File: src/rtl/nd_stream_fifo_bridge_pkg.sv
// -----------------------------------------------------------------------------
// nd_stream_fifo_bridge_pkg
// Shared project constants for the nd-stream output stage: the overflow
// ERRORCODE word, the default stream width and the bridge state encodings.
// Optional feature macro used by importers: NDFIFO_OVERFLOW_RECOVER_EN.
// -----------------------------------------------------------------------------
package nd_stream_fifo_bridge_pkg;

  localparam int          WDTH_DEF      = 32;
  localparam logic [31:0] ERRORCODE_DEF = 32'hFFFF_FFFF;

  // RUN: normal streaming. HALT: terminal error state (baseline build).
  // PEND_ERR: waiting for a free slot to queue ERRORCODE (recover build).
  typedef enum logic [1:0] {
    RUN      = 2'd0,
    HALT     = 2'd1,
    PEND_ERR = 2'd2
  } bridge_state_e;

endpackage

File: src/rtl/nd_stream_fifo_bridge_mem.sv
// -----------------------------------------------------------------------------
// nd_fifo_mem
// Dual-pointer circular RAM, DEPTH x WDTH. Registered write, asynchronous
// read at rd_ptr so an empty FIFO falls through with one register stage.
// Ports:
//   clk     - clock
//   wr_en   - write strobe
//   wr_ptr  - write address
//   wr_data - write word
//   rd_ptr  - read address
//   rd_data - word stored at rd_ptr (combinational)
// Macro: none (NDFIFO_OVERFLOW_RECOVER_EN only affects the top level).
// -----------------------------------------------------------------------------
module nd_fifo_mem #(
  parameter int WDTH      = 32,
  parameter int DEPTH     = 64,
  parameter int LOG_DEPTH = 6
) (
  input  logic                 clk,
  input  logic                 wr_en,
  input  logic [LOG_DEPTH-1:0] wr_ptr,
  input  logic [WDTH-1:0]      wr_data,
  input  logic [LOG_DEPTH-1:0] rd_ptr,
  output logic [WDTH-1:0]      rd_data
);

  logic [WDTH-1:0] mem_r [DEPTH];

  // Storage array write port; contents are not reset (pointers gate validity).
  always_ff @(posedge clk) begin
    if (wr_en) begin
      mem_r[wr_ptr] <= wr_data;
    end
  end

  assign rd_data = mem_r[rd_ptr];

endmodule

File: src/rtl/nd_stream_fifo_bridge.sv
// -----------------------------------------------------------------------------
// nd_stream_fifo_bridge
// Buffers the non-stallable upstream nd stream in a circular FIFO and presents
// it as a valid/ready stream. Overflow sets a sticky error, counts dropped
// words (saturating) and emits the ERRORCODE word.
// Ports:
//   clk, reset (async, active-high)
//   in_data / in_nd     - upstream word and new-data strobe
//   out_data / out_valid / out_ready - downstream valid/ready stream
//   error               - sticky overflow flag
//   dropped             - saturating count of discarded words
// Macro NDFIFO_OVERFLOW_RECOVER_EN:
//   undefined - overflow halts the bridge, which then outputs ERRORCODE forever
//   defined   - overflow queues one ERRORCODE word into the FIFO and resumes
// -----------------------------------------------------------------------------
module nd_stream_fifo_bridge
  import nd_stream_fifo_bridge_pkg::*;
#(
  parameter int              WDTH      = WDTH_DEF,
  parameter int              DEPTH     = 64,
  parameter int              LOG_DEPTH = 6,
  parameter logic [WDTH-1:0] ERRORCODE = WDTH'(ERRORCODE_DEF)
) (
  input  logic            clk,
  input  logic            reset,
  input  logic [WDTH-1:0] in_data,
  input  logic            in_nd,
  output logic [WDTH-1:0] out_data,
  output logic            out_valid,
  input  logic            out_ready,
  output logic            error,
  output logic [15:0]     dropped
);

  localparam logic [LOG_DEPTH:0]   CNT_FULL = (LOG_DEPTH+1)'(DEPTH);
  localparam logic [LOG_DEPTH:0]   CNT_ONE  = (LOG_DEPTH+1)'(1);
  localparam logic [LOG_DEPTH-1:0] PTR_ONE  = LOG_DEPTH'(1);

  bridge_state_e        state_r, state_s;
  logic [LOG_DEPTH-1:0] wr_ptr_r, rd_ptr_r;
  logic [LOG_DEPTH:0]   count_r;
  logic                 error_r;
  logic [15:0]          dropped_r;

  logic                 has_data_s, full_s;
  logic                 rd_fire_s, slot_s, wr_en_s, ovf_s, drop_inc_s;
  logic [WDTH-1:0]      wr_data_s, head_s;

  assign has_data_s = (count_r != '0);
  assign full_s     = (count_r == CNT_FULL);

  nd_fifo_mem #(
    .WDTH      (WDTH),
    .DEPTH     (DEPTH),
    .LOG_DEPTH (LOG_DEPTH)
  ) u_mem (
    .clk     (clk),
    .wr_en   (wr_en_s),
    .wr_ptr  (wr_ptr_r),
    .wr_data (wr_data_s),
    .rd_ptr  (rd_ptr_r),
    .rd_data (head_s)
  );

  // State register.
  always_ff @(posedge clk or posedge reset) begin
    if (reset) begin
      state_r <= RUN;
    end else begin
      state_r <= state_s;
    end
  end

  // Next-state logic.
  always_comb begin
    state_s = state_r;
    case (state_r)
      RUN: begin
        if (ovf_s) begin
`ifdef NDFIFO_OVERFLOW_RECOVER_EN
          state_s = PEND_ERR;
`else
          state_s = HALT;
`endif
        end else begin
          state_s = RUN;
        end
      end
      HALT: state_s = HALT;
`ifdef NDFIFO_OVERFLOW_RECOVER_EN
      PEND_ERR: begin
        // ERRORCODE goes in on the first cycle with a slot; then resume.
        if (slot_s) begin
          state_s = RUN;
        end else begin
          state_s = PEND_ERR;
        end
      end
`endif
      default: state_s = RUN;
    endcase
  end

  // Output and FIFO-port control decode.
  always_comb begin
    out_valid  = 1'b0;
    out_data   = '0;
    rd_fire_s  = 1'b0;
    slot_s     = 1'b0;
    wr_en_s    = 1'b0;
    wr_data_s  = in_data;
    ovf_s      = 1'b0;
    drop_inc_s = 1'b0;
    case (state_r)
      RUN: begin
        out_valid  = has_data_s;
        out_data   = has_data_s ? head_s : '0;
        rd_fire_s  = has_data_s & out_ready;
        // A full FIFO still accepts a word when a read frees a slot this cycle.
        slot_s     = ~full_s | rd_fire_s;
        wr_en_s    = in_nd & slot_s;
        ovf_s      = in_nd & ~slot_s;
        drop_inc_s = in_nd & ~slot_s;
      end
      HALT: begin
        out_valid = 1'b1;
        out_data  = ERRORCODE;
      end
`ifdef NDFIFO_OVERFLOW_RECOVER_EN
      PEND_ERR: begin
        out_valid  = has_data_s;
        out_data   = has_data_s ? head_s : '0;
        rd_fire_s  = has_data_s & out_ready;
        slot_s     = ~full_s | rd_fire_s;
        // ERRORCODE owns the write port; any upstream word this cycle is lost.
        wr_en_s    = slot_s;
        wr_data_s  = ERRORCODE;
        drop_inc_s = in_nd;
      end
`endif
      default: begin
        out_valid = 1'b0;
        out_data  = '0;
      end
    endcase
  end

  // Pointers, occupancy, sticky error and saturating drop counter.
  always_ff @(posedge clk or posedge reset) begin
    if (reset) begin
      wr_ptr_r  <= '0;
      rd_ptr_r  <= '0;
      count_r   <= '0;
      error_r   <= 1'b0;
      dropped_r <= 16'h0000;
    end else begin
      if (wr_en_s) begin
        wr_ptr_r <= wr_ptr_r + PTR_ONE;
      end
      if (rd_fire_s) begin
        rd_ptr_r <= rd_ptr_r + PTR_ONE;
      end
      case ({wr_en_s, rd_fire_s})
        2'b10:   count_r <= count_r + CNT_ONE;
        2'b01:   count_r <= count_r - CNT_ONE;
        default: count_r <= count_r;
      endcase
      if (ovf_s) begin
        error_r <= 1'b1;
      end
      if (drop_inc_s && (dropped_r != 16'hFFFF)) begin
        dropped_r <= dropped_r + 16'd1;
      end
    end
  end

  assign error   = error_r;
  assign dropped = dropped_r;

endmodule

File: config.mk
export PLATFORM = sky130hd
export DESIGN_NAME = nd_stream_fifo_bridge
export DESIGN_NICKNAME = d
export VERILOG_FILES = /design/src/rtl/nd_stream_fifo_bridge_pkg.sv /design/src/rtl/nd_stream_fifo_bridge_mem.sv /design/src/rtl/nd_stream_fifo_bridge.sv
export SDC_FILE = /design/constraint.sdc
export NUM_CORES = 2
export LEC_CHECK = 0
export ABC_AREA = 1
export BUFFER_PORTS_ARGS = -buffer_cell sky130_fd_sc_hd__buf_2
export CORE_ASPECT_RATIO = 2
export CORE_MARGIN = 2
export CORE_UTILIZATION = 63
export DETAILED_ROUTE_END_ITERATION = 8
export PLACE_DENSITY_LB_ADDON = 0.2
export SLEW_MARGIN = 5
export SYNTH_ARGS = -nofsm -noshare
export SYNTH_HDL_FRONTEND = slang
export SYNTH_HIERARCHICAL = 1
export SYNTH_SLANG_ARGS = --single-unit
export TNS_END_PERCENT = 10
File: constraint.sdc
create_clock -name clk -period 5.8 [get_ports clk]
set_input_delay 1.16 -clock clk [delete_from_list [all_inputs] [get_ports clk]]
set_output_delay 1.16 -clock clk [all_outputs]
set_load 0.03 [all_outputs]
* After elaboration in Yosys (flattened, before gate mapping)
Memories as Yosys holds them, arrays and structs flattened.
Index checks and enable logic that the tools add are counted.
** Cells by class
- $add $sub $neg :: 5
- Equal/unequal tests :: 5
- Mux-type cells :: 11
- Bitwise operators :: 6
- Reduce and logical (&&, ||, !) cells :: 4
** Operator list (count)
- one-hot mux 32 bit (2 select lines) :: 1
- 2-to-1 mux 32 bit :: 1
- adder 16 x 1 -> 16 bit, second input constant :: 1
- != test 16 bit, second input constant :: 1
- one-hot mux 7 bit (2 select lines) :: 1
- adder 6 x 1 -> 6 bit, second input constant :: 2
- adder 7 x 1 -> 7 bit, second input constant :: 1
- equality test 7 bit, second input constant :: 1
- nonzero test 7 bit :: 1
- subtractor 7 x 1 -> 7 bit, second input constant :: 1
- 2-to-1 mux 1 bit :: 6
- equality test 2 x 1 -> 1 bit, second input constant :: 2
- one-hot mux 2 bit (2 select lines) :: 1
- bitwise AND 1 bit :: 3
- equality test 2 bit, second input constant :: 1
- logical NOT 2 bit :: 1
- inverter 1 bit :: 2
- one-hot mux 1 bit (2 select lines) :: 1
- nonzero test 2 bit :: 1
- logical AND 1 bit :: 1
- OR 1 bit :: 1
** Storage, ports and cells
- Register bits :: 38
- RAM bits :: 2048
- Memories kept :: 1
** Memory list
- u_mem.mem_r :: words 64, width 32, rd ports 1, clocked after Yosys merged registers in 0, write ports 1, RTL line nd_stream_fifo_bridge_mem.sv:27 : logic [WDTH-1:0] mem_r [DEPTH];

* Longest topological paths before layout
- Depth in word-level cells :: 8
- Mapped depth :: 18
- Gate-level depth less buffers :: 18

* Cells and area by module
Netlist, hierarchy kept.
** By module, submodules not included
- nd_fifo_mem :: instances 1, cells an instance 6737, area each 82097.5 sq um
- nd_stream_fifo_bridge :: instances 1, cells an instance 385, area each 2598.7 sq um

* Least setup slack after synthesis
OpenSTA, ideal clock, no wires.
- Path kind :: input to register
- Start point :: in out_ready
- End point :: mem u_mem.mem_r[48][0], enable pin
- Arrival time :: 5307 ps
- Required time :: 5298 ps
- Slack :: -10 ps
- Stages on the path :: 9
- Buffers on the path :: 1
- Cell sequence :: nor2_2 -> nand2_1 -> nor2_4 -> inv_1 -> nand3_2 -> inv_1 -> clkbuf_1 -> nand4_1 -> nor4_1
** Between the ends
- Cells in the longest elaborated chain, start to end :: 6
** RTL lines
- from (decl) :: RTL line nd_stream_fifo_bridge.sv:30 : input logic out_ready,
- bitwise AND 1 bit :: RTL line nd_stream_fifo_bridge.sv:118 : rd_fire_s = has_data_s & out_ready;
- OR 1 bit :: RTL line nd_stream_fifo_bridge.sv:120 : slot_s = ~full_s | rd_fire_s;
- bitwise AND 1 bit :: RTL line nd_stream_fifo_bridge.sv:121 : wr_en_s = in_nd & slot_s;
- 2-to-1 mux 1 bit :: RTL line nd_stream_fifo_bridge.sv:114 : case (state_r)
- named net wr_en_s :: RTL line nd_stream_fifo_bridge.sv:46 : logic rd_fire_s, slot_s, wr_en_s, ovf_s, drop_inc_s;
- 2-to-1 mux 1 bit :: RTL line nd_stream_fifo_bridge_mem.sv:31 : if (wr_en) begin
- 2-to-1 mux 1 bit (implied by the code) :: RTL line nd_stream_fifo_bridge_mem.sv:32 : mem_r[wr_ptr] <= wr_data;
- to (decl) :: RTL line nd_stream_fifo_bridge_mem.sv:27
The timed path passes the listed nets, and every way through them passes these cells.

* Final worst setup path
- Start point :: reg rd_ptr_r[0]
- End point :: out out_data[31]
** Between the ends
- Cells in the longest elaborated chain, start to end :: 3
** RTL lines
- from (decl) :: RTL line nd_stream_fifo_bridge.sv:40 : logic [LOG_DEPTH-1:0] wr_ptr_r, rd_ptr_r;
- from (signal assigned) :: RTL line nd_stream_fifo_bridge.sv:161 : rd_ptr_r <= rd_ptr_r + PTR_ONE;
- memory (64 x 32 bit)
- named net head_s[31] :: RTL line nd_stream_fifo_bridge.sv:47 : logic [WDTH-1:0] wr_data_s, head_s;
- 2-to-1 mux 32 bit :: RTL line nd_stream_fifo_bridge.sv:117 : out_data = has_data_s ? head_s : '0;
- one-hot mux 32 bit (2 select lines) :: RTL line nd_stream_fifo_bridge.sv:114
- to (decl) :: RTL line nd_stream_fifo_bridge.sv:28 : output logic [WDTH-1:0] out_data,
The timed path passes the listed nets, and every way through them passes these cells.

==> flow_metrics.py <==
metrics = {
    "sta": {
        "fin_crit_sh_pct": 95.2,
        "final.min_clock_period_ns": 5.52,
        "setup_slack_ns": 0.278,
        "setup_violations": 0,
        "slew_violations": 0,
        "worstMarginPinSlew_ns": 1.09,
        "clock_skew_ns": 0.0342,
        "slew_headroom_pct": 26.9,
        "fmax_ghz": 0.181,
        "final_hold_viol_count": 0,
        "rsz0062_at_grt": "false",
    },
    "detailed_routing": {
        "first_iter_violations": 7299,
        "finalWirelength_mm": 243,
        "firstDrtPassIters": 6,
        "vias_per_cell": 6.43,
        "wl_per_cell_microns": 27.2,
        "final_antenna_net_count": 0,
        "drc": 0,
        "vias": 57600,
    },
    "synthesis": {
        "syn_inst": 7122,
        "synth_top_cell_area_share_pct": 72.6,
        "yosysSeqAreaShare_pct": 73.7,
        "netlist-cell-type-count": 34,
        "yosys.area.top_type": "edfxtp_1",
        "synthTopCellsByArea": "edfxtp_1 73%, nand3_1 11%, nand2_1 11%",
        "ys_ff_latch": 2085,
        "synth.net_count": 7168,
        "syn_avg_cell_area_sq_um": 11.9,
        "yosys_warnings": 6,
        "synth_area_sq_um": 84700,
    },
    "placement": {
        "gp_congestion": 0.897,
        "pre_cts_ws_ns": 1.27,
        "post_dp_cell_area_sq_um": 87200,
        "hpwl_mm": 143,
        "portBuffers": 85,
    },
    "clock_tree": {
        "postCtsSetupBuffers": 0,
        "cts_tree": "built",
        "clk_pin_slew_ns": 0.07,
        "cts_resized": 0,
        "clk_path_buf_depth": 4,
        "root_buffer": "clkbuf_16",
        "clock-sinks": 2085,
        "numCtsBuffers": 175,
        "postCtsHoldBufs": 0,
        "ctsHtreeMaxLevel": 4,
        "clkLatencyLatePin_ns": 0.84,
    },
    "grt": {
        "grt_pass1_vias": 55000,
        "grt-ovfl-total": 0,
        "grt_max_degree": 164,
        "grt_antenna_before_repair": 7,
        "track_usage_pct": 35.2,
        "grt_pass1_wl_mm": 355,
    },
    "power": {
        "power_density_nw_per_um2": 305,
        "leakage_uw": 0.0324,
        "vdd_drop_max_mv": 0.261,
        "power_uw": 28300,
    },
    "finish": {
        "fill_cells": 9281,
        "layout-drive-gt1-share_pct": 8.09,
        "fin_util_pct": 69.3,
        "final_cell_mix": "2436 x nand2_1, 2048 x edfxtp_1, 1919 x nand3_1",
        "stdcell_area_sq_um": 92600,
        "syn_to_final_growth_pct": 9.33,
        "design.final.nets": 7138,
        "final_common_cell": "nand2_1",
    },
    "floorplan": {
        "die_x_microns": 263,
        "ios": 86,
        "fp.dieH_microns": 523,
        "dieArea_sq_um": 138000,
        "core-area_sq_um": 134000,
        "placementRows": 190,
        "start_util_pct": 63.4,
    },
    "critical_path": {
        "cp.required_ns": 4.64,
        "critPathCaptureType": "output port",
        "path_max_fanout": 152,
        "start_kind": "flop",
        "r2r_cells": 6,
        "arrival_ns": 4.36,
        "worstSetupPathType": "flop to output port",
    },
    "flow_run": {
        "drv_cap": 0,
    },
    "run_status": {
        "status": "completed",
    },
    "worst_hold_path": {
        "min_path_type": "primary input to async pin",
    },
}
[flip-flops by register name, summed over array words and instances, names as in the netlist]
register and count:
dropped 16, error 1, u_mem/mem_r 2048, wr_ptr_r 6, rd_ptr_r 6, count_r 7, state_r 1
[cell families (layout without fill, tap and decap cells)]
group	Yosys count	in the layout	share of synthesized area, %
simple gates	4472	4472	22.8
buf+inv	506	601	2.93
flops	2085	2085	73.7
compound gates	30	30	0.183
other cells	0	5	0
fa+ha+maj	10	10	0.157
xor+xnor	19	19	0.196
[synth_stat cells, drive strengths merged]
cell type / count
ha: 9
nor2: 86
a21oi: 3
buf: 378
xor2: 10
nor3: 2
clkbuf: 81
inv: 47
xnor2: 9
nand3: 1922
or2: 1
dfrtp: 37
nor4: 8
nand2: 2439
o21bai: 2
fa: 1
o21ai: 25
edfxtp: 2048
nand4: 13
and2: 1
[worst paths after layout]
path / from / to / slack (ns)
worst min-delay path: reset / dropped[2] / 0.46
worst min register to register: error / error / 0.47
worst max-delay path: rd_ptr_r[0] / out_data[31] / 0.28
max in group asynchronous: reset / rd_ptr_r[0] / 4.44
min in group clk: error / error / 0.47
worst max register to register: state_r[0] / u_mem/mem_r[48][28] / 2.24
[area by class of cell]
class / instances / area (sq um) / area share, %
antenna: 5 / 12.5 / 0.0135
clock buffer: 223 / 4710 / 5.09
clock inverter: 79 / 693 / 0.749
inverter: 47 / 213 / 0.230
multi-input combinational: 4531 / 20300 / 21.9
sequential: 2085 / 62400 / 67.4
tap: 1728 / 2160 / 2.33
timing repair buffer: 252 / 2100 / 2.27
[routing by layer]
layer	GRT usage (%)	vias up	part of all wire (%)
met2	59.6	3674	50
li1	-	25100	-
met3	4.81	815	9.1
met1	42.2	28000	33
met4	24.0	6	7.8
met5	0	-	0.014
[worst max-delay path, cell delays in order, from the launching register on]
cell and delay [ns]:
dfrtp_4 0.65, inv_16 0.43, buf_12 0.38, nand2_1 0.09, nand3_1 0.09, nand3_1 0.13
nand3_1 0.28, nand3_1 0.39, nand2_1 0.20, nand2_1 0.07, nand2_1 0.17, nand2_1 0.09
nand2_1 0.09, buf_2 0.20
[report_power, final]
group	internal [uW]	total [uW]	switching, uW
clock network	6240	11400	5190
registers	16500	16500	0
logic	16.3	306	290
total	22800	28300	5480
[through the flow]
step                TNS [ns]  hold WS (ns)  instances
floorplan              -2.52         0.476       7122
global placement           0         0.447       8643
detailed placement         0         0.452       8643
CTS                        0         0.462       8945
global route               0         0.504       8946
finish                     0         0.461       8950
No activity file was read; power rests on OpenSTA's default activity.
